[src/rtl/fib_drv_pkg.sv]
// Shared types and width defaults for the fib kernel job driver.
package fib_drv_pkg;

  localparam int N_W   = 6;
  localparam int D_W   = 32;
  localparam int TAG_W = 4;
  localparam int CYC_W = 16;

  typedef enum logic [1:0] {
    IDLE,
    LOAD,
    RUN
  } state_t;

  typedef struct packed {
    logic [D_W-1:0]   result;
    logic [CYC_W-1:0] cycles;
    logic [TAG_W-1:0] tag;
    logic             timeout;
  } resp_t;

endpackage

[src/rtl/fib_resp_fifo.sv]
// Small synchronous FIFO holding completed job responses.
// The head reads as all-zero while the FIFO is empty.
module fib_resp_fifo
  import fib_drv_pkg::*;
#(
  parameter int  DEPTH   = 2,
  parameter type entry_t = resp_t,
  localparam int CNT_W   = $clog2(DEPTH + 1),
  localparam int PTR_W   = (DEPTH > 1) ? $clog2(DEPTH) : 1
) (
  input  logic             clk,
  input  logic             rst,
  input  logic             push,
  input  entry_t           din,
  input  logic             pop,
  output logic             full,
  output logic             empty,
  output logic [CNT_W-1:0] count,
  output entry_t           head
);

  entry_t           mem [DEPTH];
  logic [PTR_W-1:0] wr_ptr;
  logic [PTR_W-1:0] rd_ptr;
  logic             do_push;
  logic             do_pop;

  function automatic logic [PTR_W-1:0] next_ptr(input logic [PTR_W-1:0] p);
    return (p == PTR_W'(DEPTH - 1)) ? '0 : p + 1'b1;
  endfunction

  assign full    = (count == CNT_W'(DEPTH));
  assign empty   = (count == '0);
  assign do_pop  = pop && !empty;
  // A pop in the same cycle frees the slot, so a push into a full FIFO is still safe.
  assign do_push = push && (!full || do_pop);
  assign head    = empty ? '0 : mem[rd_ptr];

  // Pointer and occupancy bookkeeping.
  always_ff @(posedge clk) begin
    if (rst) begin
      wr_ptr <= '0;
      rd_ptr <= '0;
      count  <= '0;
    end else begin
      if (do_push) wr_ptr <= next_ptr(wr_ptr);
      if (do_pop)  rd_ptr <= next_ptr(rd_ptr);
      case ({do_push, do_pop})
        2'b10:   count <= count + 1'b1;
        2'b01:   count <= count - 1'b1;
        default: count <= count;
      endcase
    end
  end

  // Storage write.
  // NOTE: storage is deliberately not reset; the empty flag masks stale entries on head.
  always_ff @(posedge clk) begin
    if (do_push) mem[wr_ptr] <= din;
  end

endmodule

[src/rtl/fib_job_driver.sv]
// Sequencer that loads jobs into the fib kernel, waits for completion or
// watchdog expiry, and queues the response for the downstream consumer.
module fib_job_driver
  import fib_drv_pkg::*;
#(
  parameter int N_W        = fib_drv_pkg::N_W,
  parameter int D_W        = fib_drv_pkg::D_W,
  parameter int TAG_W      = fib_drv_pkg::TAG_W,
  parameter int CYC_W      = fib_drv_pkg::CYC_W,
  parameter int MAX_CYCLES = 1024,
  parameter int OUT_DEPTH  = 2
) (
  input  logic             clk,
  input  logic             rst,
  input  logic             req_valid,
  output logic             req_ready,
  input  logic [N_W-1:0]   req_n,
  input  logic [D_W-1:0]   req_a,
  input  logic [D_W-1:0]   req_b,
  input  logic [TAG_W-1:0] req_tag,
  output logic             kern_r_enable,
  output logic             kern_controlArr,
  output logic [N_W-1:0]   kern_init_n,
  output logic [D_W-1:0]   kern_init_a,
  output logic [D_W-1:0]   kern_init_b,
  input  logic             kern_w_enable,
  input  logic [D_W-1:0]   kern_result,
  output logic             resp_valid,
  input  logic             resp_ready,
  output logic [D_W-1:0]   resp_result,
  output logic [CYC_W-1:0] resp_cycles,
  output logic [TAG_W-1:0] resp_tag,
  output logic             resp_timeout,
  output logic             busy
);

  localparam int CNT_W = $clog2(OUT_DEPTH + 1);

  // Local response layout so that overridden widths stay consistent.
  typedef struct packed {
    logic [D_W-1:0]   result;
    logic [CYC_W-1:0] cycles;
    logic [TAG_W-1:0] tag;
    logic             timeout;
  } entry_t;

  state_t           state;
  state_t           state_n;
  logic [N_W-1:0]   job_n;
  logic [D_W-1:0]   job_a;
  logic [D_W-1:0]   job_b;
  logic [TAG_W-1:0] job_tag;
  logic [CYC_W-1:0] cyc_cnt;
  logic [CYC_W-1:0] cyc_inc;
  logic             accept;
  logic             run_push;
  entry_t           push_data;
  logic             fifo_push;
  logic             fifo_pop;
  logic             fifo_full;
  logic             fifo_empty;
  logic [CNT_W-1:0] fifo_count;
  entry_t           fifo_head;

  // Saturating view of the counter as it stands at the end of this RUN cycle.
  assign cyc_inc = (&cyc_cnt) ? cyc_cnt : cyc_cnt + 1'b1;

  // State register, job latch and RUN cycle counter.
  // NOTE: sequential state uses non-blocking assignments so every register samples pre-edge values.
  always_ff @(posedge clk) begin
    if (rst) begin
      state   <= IDLE;
      job_n   <= '0;
      job_a   <= '0;
      job_b   <= '0;
      job_tag <= '0;
      cyc_cnt <= '0;
    end else begin
      state <= state_n;
      if (accept) begin
        job_n   <= req_n;
        job_a   <= req_a;
        job_b   <= req_b;
        job_tag <= req_tag;
      end
      if (state == LOAD)     cyc_cnt <= '0;
      else if (state == RUN) cyc_cnt <= cyc_inc;
    end
  end

  // Next-state, handshake and kernel-control decode.
  // NOTE: every output of this block gets a default first, so no path can infer a latch.
  always_comb begin
    state_n       = state;
    req_ready     = 1'b0;
    accept        = 1'b0;
    kern_r_enable = 1'b1;
    run_push      = 1'b0;
    push_data     = '0;
    case (state)
      IDLE: begin
        // Only one job is ever in flight, so a free slot now guarantees room at completion.
        req_ready = (fifo_count < CNT_W'(OUT_DEPTH));
        accept    = req_valid && req_ready;
        if (accept) state_n = LOAD;
      end
      LOAD: begin
        state_n = RUN;
      end
      RUN: begin
        kern_r_enable = 1'b0;
        // Completion takes priority over a watchdog expiring in the same cycle.
        if (kern_w_enable) begin
          run_push  = 1'b1;
          push_data = '{result: kern_result, cycles: cyc_inc, tag: job_tag, timeout: 1'b0};
          state_n   = IDLE;
        end else if (cyc_inc == CYC_W'(MAX_CYCLES)) begin
          run_push  = 1'b1;
          push_data = '{result: '0, cycles: CYC_W'(MAX_CYCLES), tag: job_tag, timeout: 1'b1};
          state_n   = IDLE;
        end
      end
      default: state_n = IDLE;
    endcase
  end

  assign fifo_pop  = resp_ready;
  assign fifo_push = run_push && (!fifo_full || fifo_pop);

  fib_resp_fifo #(
    .DEPTH   (OUT_DEPTH),
    .entry_t (entry_t)
  ) u_fifo (
    .clk   (clk),
    .rst   (rst),
    .push  (fifo_push),
    .din   (push_data),
    .pop   (fifo_pop),
    .full  (fifo_full),
    .empty (fifo_empty),
    .count (fifo_count),
    .head  (fifo_head)
  );

  assign kern_controlArr = 1'b0;
  assign kern_init_n     = job_n;
  assign kern_init_a     = job_a;
  assign kern_init_b     = job_b;
  assign busy            = (state != IDLE);
  assign resp_valid      = !fifo_empty;
  assign resp_result     = fifo_head.result;
  assign resp_cycles     = fifo_head.cycles;
  assign resp_tag        = fifo_head.tag;
  assign resp_timeout    = fifo_head.timeout;

endmodule

[config.mk]
export PLATFORM = sky130hd
export DESIGN_NAME = fib_job_driver
export DESIGN_NICKNAME = d
export VERILOG_FILES = /design/src/rtl/fib_drv_pkg.sv /design/src/rtl/fib_resp_fifo.sv /design/src/rtl/fib_job_driver.sv
export SDC_FILE = /design/constraint.sdc
export NUM_CORES = 1
export LEC_CHECK = 0
export CAP_MARGIN = 20
export CELL_PAD_IN_SITES_DETAIL_PLACEMENT = 0
export CELL_PAD_IN_SITES_GLOBAL_PLACEMENT = 1
export CORE_UTILIZATION = 39
export DETAILED_ROUTE_END_ITERATION = 7
export PLACE_DENSITY_LB_ADDON = 0.08
export SYNTH_ARGS = -nofsm -noshare
export SYNTH_HDL_FRONTEND = slang
export SYNTH_SLANG_ARGS = --single-unit
[constraint.sdc]
create_clock -name clk -period 8.9 [get_ports clk]
set_input_delay 2.225 -clock clk [delete_from_list [all_inputs] [get_ports clk]]
set_output_delay 2.225 -clock clk [all_outputs]
set_load 0.05 [all_outputs]
# Word-level counts from Yosys, hierarchy flattened
# Memory sizes are Yosys's and may differ from the RTL's. A register that Yosys moved wholly into a read port is not among the register bits.
# Index checks and enable logic that the tools add are counted.
# op_classes
addsub	5
magnitude_cmp	1
reduce_logical	15
muxes	22
n_eq_ne	8
# ops
op	count
53-bit 2-to-1 mux	3
16-bit 2-to-1 mux	2
16-bit by 1-bit adder with 16-bit output, second input constant	1
16-bit by 11-bit == test with 1-bit output, second input constant	1
16-bit AND reduction	1
1-bit 2-to-1 mux	12
2-bit == test, second input constant	3
2-bit 2-to-1 mux	3
2-bit case mux with 3 select lines	1
2-bit by 1-bit == test with 1-bit output, second input constant	2
1-bit logical AND	4
2-bit logical NOT	2
2-bit case mux with 2 select lines	1
2-bit nonzero test	2
3-bit by 2-bit != test with 1-bit output, second input constant	1
1-bit adder, second input constant	2
2-bit by 1-bit adder with 2-bit output, second input constant	1
1-bit logical NOT	2
1-bit logical OR	2
2-bit < comparator, second input constant	1
2-bit != test, second input constant	1
2-bit AND reduction	1
2-bit OR reduction	1
2-bit by 1-bit subtractor with 2-bit output, second input constant	1
# word_totals
output_inout_bits	128
mem_count	1
mem_bits_rw	106
in_bits	111
register_bits	96
wordCells	61
# mem_list
name	depth	word_bits	rd	rd_clocked_by_memory_dff	wr	line_no	rtl
u_fifo.mem	2	53	1	1	1	fib_resp_fifo.sv:22	entry_t mem [DEPTH];

# Longest topological paths before layout
# depth
depth_word	10
mapped_depth	11
depth_no_buf	11

# Cells and area by module
# Synthesis repeated with hierarchy kept, for this count alone.
# unflattened
hier_cells	838
area_unflattened_um2	8574.5
# modules_own_cells
module	area_each_um2	cells_per_inst	n_inst	seq_area_each_um2
fib_job_driver	4355.4	584	1	1841.8
fib_resp_fifo	4219.0	254	1	3283.1

# Least setup slack after synthesis
# Ideal clock, no wire load.
# synth_timing
path_kind	input-to-reg
start	input kern_w_enable
end	memory u_fifo.mem[0][0] (netlist name) (enable)
setup_ns	0.464
path_buffers	0
path_stages	4
arrival_ns	4.756
setup_slack_ns	3.680
t_required_ns	8.436
path_cell_list	nand2_1 > a21oi_1 > a31oi_1 > nor2_1
# synth_between
elab_chain_len	6
# synth_lines
item	line_no	rtl
start, declared	fib_job_driver.sv:26	input logic kern_w_enable,
1-bit 2-to-1 mux	fib_job_driver.sv:113	if (kern_w_enable) begin
1-bit 2-to-1 mux	fib_job_driver.sv:100	case (state)
1-bit logical AND	fib_job_driver.sv:128	assign fifo_push = run_push && (!fifo_full || fifo_pop);
1-bit logical AND	fib_resp_fifo.sv:36	assign do_push = push && (!full || do_pop);
1-bit 2-to-1 mux	fib_resp_fifo.sv:59	if (do_push) mem[wr_ptr] <= din;
1-bit 2-to-1 mux (implied by the code)	fib_resp_fifo.sv:59	
end, declared	fib_resp_fifo.sv:22	
# Every way passes these cells.

# Final worst setup path
# layout_timing
start	register state[1]
end	output kern_r_enable
# layout_between
elab_chain_len	2
# layout_lines
item	line_no	rtl
start, declared	fib_job_driver.sv:47	state_t state;
start signal, assigned	fib_job_driver.sv:79	state <= state_n;
2-bit == test	fib_job_driver.sv:100	
1-bit 2-to-1 mux	fib_job_driver.sv:100	
end, declared	fib_job_driver.sv:21	output logic kern_r_enable,
# Every way passes these cells.

==> impl_metrics.prom <==
# TYPE chip_impl_metric gauge
chip_impl_metric{name="post_synth.cell_area_avg",unit="sq um"} 10.32
chip_impl_info{name="critical_path.startpoint_type",value="register"} 1
chip_impl_metric{name="critPathArrivalTime",unit="ns"} 2.94
chip_impl_info{name="worstReg2RegEnd",value="u_fifo.mem[0][9]"} 1
chip_impl_metric{name="place_congestion",unit=""} 0.8659
chip_impl_metric{name="num_vias",unit=""} 6221
chip_impl_metric{name="max_cap_violations",unit=""} 0
chip_impl_metric{name="synth_seq_cells",unit=""} 203
chip_impl_metric{name="postSynthCellCount",unit=""} 799
chip_impl_metric{name="place_ws",unit="ns"} 4.232
chip_impl_metric{name="maxClockFrequency",unit="MHz"} 193.6
chip_impl_metric{name="vdd_drop_max",unit="V"} 0.0001491
chip_impl_metric{name="grt_util_met2",unit="%"} 29.67
chip_impl_info{name="clock_tree.root_cell",value="clkbuf_16"} 1
chip_impl_metric{name="die_width",unit="microns"} 147.4
chip_impl_info{name="worstSetupEndpoint",value="kern_r_enable"} 1
chip_impl_metric{name="cts_hold_buffers",unit=""} 0
chip_impl_metric{name="drt-initial-drc-count",unit=""} 316
chip_impl_info{name="crit_path_end_kind",value="primary output"} 1
chip_impl_metric{name="fin_worst_skew",unit="ns"} 0.01094
chip_impl_metric{name="floorplan.core_area",unit="sq um"} 20490
chip_impl_metric{name="drc",unit=""} 0
chip_impl_metric{name="layout_worst_path_cycle_share",unit="%"} 58.04
chip_impl_metric{name="power_density",unit="nW/um^2"} 198.8
chip_impl_info{name="yosys.area.top_type",value="edfxtp_1"} 1
chip_impl_info{name="ys.flop_type",value="edfxtp_1"} 1
chip_impl_metric{name="hold_viol",unit=""} 0
chip_impl_metric{name="post_synth_num_cell_types",unit=""} 43
chip_impl_metric{name="post_cts_resized",unit=""} 0
chip_impl_metric{name="fp.dieH",unit="microns"} 147.4
chip_impl_metric{name="timing.reg2reg.worst_path_depth",unit=""} 9
chip_impl_info{name="run_status",value="finished clean"} 1
chip_impl_metric{name="detail_route.vias_per_cell",unit=""} 4.782
chip_impl_metric{name="finalWorstSetupSlack",unit="ns"} 3.734
chip_impl_metric{name="detailed_place_hpwl",unit="mm"} 13.11
chip_impl_info{name="path_cells",value="inv_1 > nor2_1 > clkinv_1 > clkdlybuf4s50_1"} 1
chip_impl_metric{name="cts.htree.levels",unit=""} 1
chip_impl_metric{name="cts.clk_slew.worst_paths",unit="ns"} 0.06
chip_impl_metric{name="seq_area_frac_synth",unit="%"} 62.15
chip_impl_metric{name="fp.dieArea",unit="sq um"} 21730
chip_impl_metric{name="setup_viol",unit=""} 0
chip_impl_info{name="reg2reg_from",value="cyc_cnt[0]"} 1
chip_impl_metric{name="maximum_number_of_pins_on_one_net_before_global_route_repair",unit=""} 84
chip_impl_info{name="critical-path-slowest-cell",value="clkdlybuf4s50_1"} 1
chip_impl_metric{name="grtUsageTotal",unit="%"} 18.37
chip_impl_metric{name="max-slew-margin-rel",unit="%"} 37.56
chip_impl_metric{name="antenna_cells_inserted",unit=""} 0
chip_impl_metric{name="postCtsSetupRepairBufs",unit=""} 0
chip_impl_metric{name="initial_cell_density_of_the_core",unit="%"} 40.24
chip_impl_metric{name="syn_to_final_growth",unit="%"} 39.95
chip_impl_metric{name="cts_max_path_buffers",unit=""} 3
chip_impl_metric{name="slowest_delay",unit="ns"} 0.86
chip_impl_metric{name="tritoncts.num_buffers",unit=""} 22
chip_impl_metric{name="synthesis.nets",unit=""} 912
chip_impl_metric{name="io-pin-count",unit=""} 239
chip_impl_metric{name="async_s_r_ff_share_synth",unit="%"} 0
chip_impl_metric{name="layout_min_cycle_time",unit="ns"} 5.166
chip_impl_metric{name="ff2ff_setup_slack",unit="ns"} 5.08
chip_impl_metric{name="yosys_top_cell_area_share",unit="%"} 38.60
chip_impl_info{name="tritoncts",value="done"} 1
chip_impl_info{name="critPathKind",value="reg2out"} 1
chip_impl_metric{name="yosysWarningCount",unit=""} 0
chip_impl_metric{name="grt-ovfl-total",unit=""} 0
chip_impl_metric{name="globalRouteMet3Util",unit="%"} 6.481
chip_impl_info{name="worst_hold_path_type",value="reg2reg"} 1
chip_impl_metric{name="clock_latency",unit="ns"} 0.50
chip_impl_metric{name="wire_per_inst",unit="microns"} 15.41
chip_impl_metric{name="crit_path_max_fanout",unit=""} 17
chip_impl_metric{name="leakagePower",unit="nW"} 3.987
chip_impl_metric{name="core.rowCount",unit=""} 52
chip_impl_metric{name="clkSinkCount",unit=""} 203
chip_impl_metric{name="design.final.nets",unit=""} 1128
chip_impl_metric{name="wirelength",unit="mm"} 20.05
chip_impl_metric{name="grt_pass1_vias",unit=""} 6064
chip_impl_metric{name="firstDrtPassIters",unit=""} 4
chip_impl_metric{name="worst_slew_pin_slew",unit="ns"} 0.9366
chip_impl_metric{name="groute.layer.met1.usage",unit="%"} 23.72
chip_impl_metric{name="setup_total_negative_slack",unit="ns"} 0
chip_impl_metric{name="number_of_antenna_violations_at_the_first_check_in_global_routing",unit=""} 0
chip_impl_info{name="rsz0062_at_grt",value="false"} 1
chip_impl_metric{name="critPathRequiredTime",unit="ns"} 6.68
chip_impl_metric{name="number_of_enable_flip_flop_cells_after_synthesis",unit=""} 106
chip_impl_metric{name="global_route_wire_length_before_repair",unit="mm"} 31.84
chip_impl_metric{name="drt.antenna.violating_nets",unit=""} 0
chip_impl_metric{name="port-buffer-count",unit=""} 237
chip_impl_info{name="timing.critical_path.from",value="state[1]"} 1
chip_impl_info{name="synthTopCellsByArea",value="edfxtp_1 39%, dfxtp_1 24%, nand2_1 7.4%, mux2i_1 7.0%, a21oi_1 5.4%"} 1
chip_impl_info{name="grt-busiest-layer",value="met2"} 1
chip_impl_metric{name="drive_above_1_share",unit="%"} 5.432
chip_impl_metric{name="area_of_the_mapped_netlist",unit="sq um"} 8247
chip_impl_metric{name="timing_max_transition_violations_final",unit=""} 0
## synth_stat cells, types with 2 or more instances
master and number:
nand2_1 162, edfxtp_1 106, nor2_1 104, dfxtp_1 97
a21oi_1 89, mux2i_1 58, clkbuf_1 41, and2_1 35
xnor2_1 11, nand3_1 10, o21ai_0 9, and3_1 8
nor3_1 8, a31oi_1 6, inv_1 6, nand4_1 6
xor2_1 5, buf_4 4, nor4_1 4, buf_1 3
buf_2 3, ha_1 2, or2_2 2
## worst max-delay path: cells and delay by family, from the launching register on
| family | cells | cell delay, ns |
|---|---|---|
| buf+inv | 3 | 1.56 |
| flops | 1 | 0.32 |
| simple gates | 1 | 0.56 |
## layer usage
layer | share of wire, % | vias up
met5 | 0 | -
met4 | 1.6 | 0
met3 | 9.4 | 26
met2 | 46 | 209
met1 | 43 | 2817
li1 | - | 3169
## layout by cell type, fill, tap and decap left out, types with 11 or more instances in the layout
cell type,Yosys,layout
mux2i_1,58,58
clkbuf_16,0,22
nand2_1,162,161
edfxtp_1,106,106
nor2_1,104,101
xnor2_1,11,11
and2_1,35,34
clkdlybuf4s50_1,0,236
a21oi_1,89,89
dfxtp_1,97,96
## logic make-up after synthesis
kind of cell             count (synthesis)  share of synthesized area, %
multiplexers                            58                         7.040
buffers and inverters                   58                         2.867
XOR/XNOR                                16                         1.699
AND/OR/NAND/NOR                        350                         18.77
AO/OA/AOI/OAI                          111                         7.131
other                                    1                       0.04547
adder cells (fa/ha/maj)                  2                        0.3034
flip-flops                             203                         62.15
## stage by stage
step	utilization [%]	area, sq um	power, mW	std cells	hold WS [ns]
after floorplan	-	8247	1.271	799	0.4319
after global placement	52.78	10820	1.419	1261	0.4406
after detailed placement	52.78	10820	1.419	1261	0.4461
after CTS	56.31	11540	2.327	1301	0.4529
after global routing	56.31	11540	2.384	1301	0.4732
final	56.31	11540	2.294	1301	0.4509
## power by group
group,total (mW),internal (mW),switching (mW)
registers,1.03,1.01,0.0236
logic,0.365,0.137,0.227
clock network,0.898,0.537,0.361
## worst min-delay path by stage
stage	endpoint	slack [ns]	cells past startpoint	startpoint
2_1_floorplan	job_tag[0]	0.43	2	job_tag[0]
4_1_cts	kern_init_a[12]	0.45	2	kern_init_a[12]
3_3_place_gp	kern_init_b[28]	0.44	2	kern_init_b[28]
5_1_grt	kern_init_a[18]	0.47	2	kern_init_a[18]
6_report	kern_init_a[15]	0.45	2	kern_init_a[15]
3_5_place_dp	kern_init_a[19]	0.45	2	kern_init_a[19]
## final cells by class
type                       count  area (sq um)
fill                        1877          8954
sequential                   203          5129
multi-input combinational    538          2913
timing repair buffer         243          2412
clock buffer                  29         600.6
tap                          270         337.8
clock inverter                11         122.6
inverter                       7         26.28
## registers in the layout, summed over array words and instances (netlist names), named ones only
register	cells
job_tag	4
kern_init_n	6
state	2
kern_init_a	32
cyc_cnt	16
u_fifo.rd_ptr	1
u_fifo.mem	106
u_fifo.wr_ptr	1
kern_init_b	32
u_fifo.count	2
(Power assumes the default switching activity.)
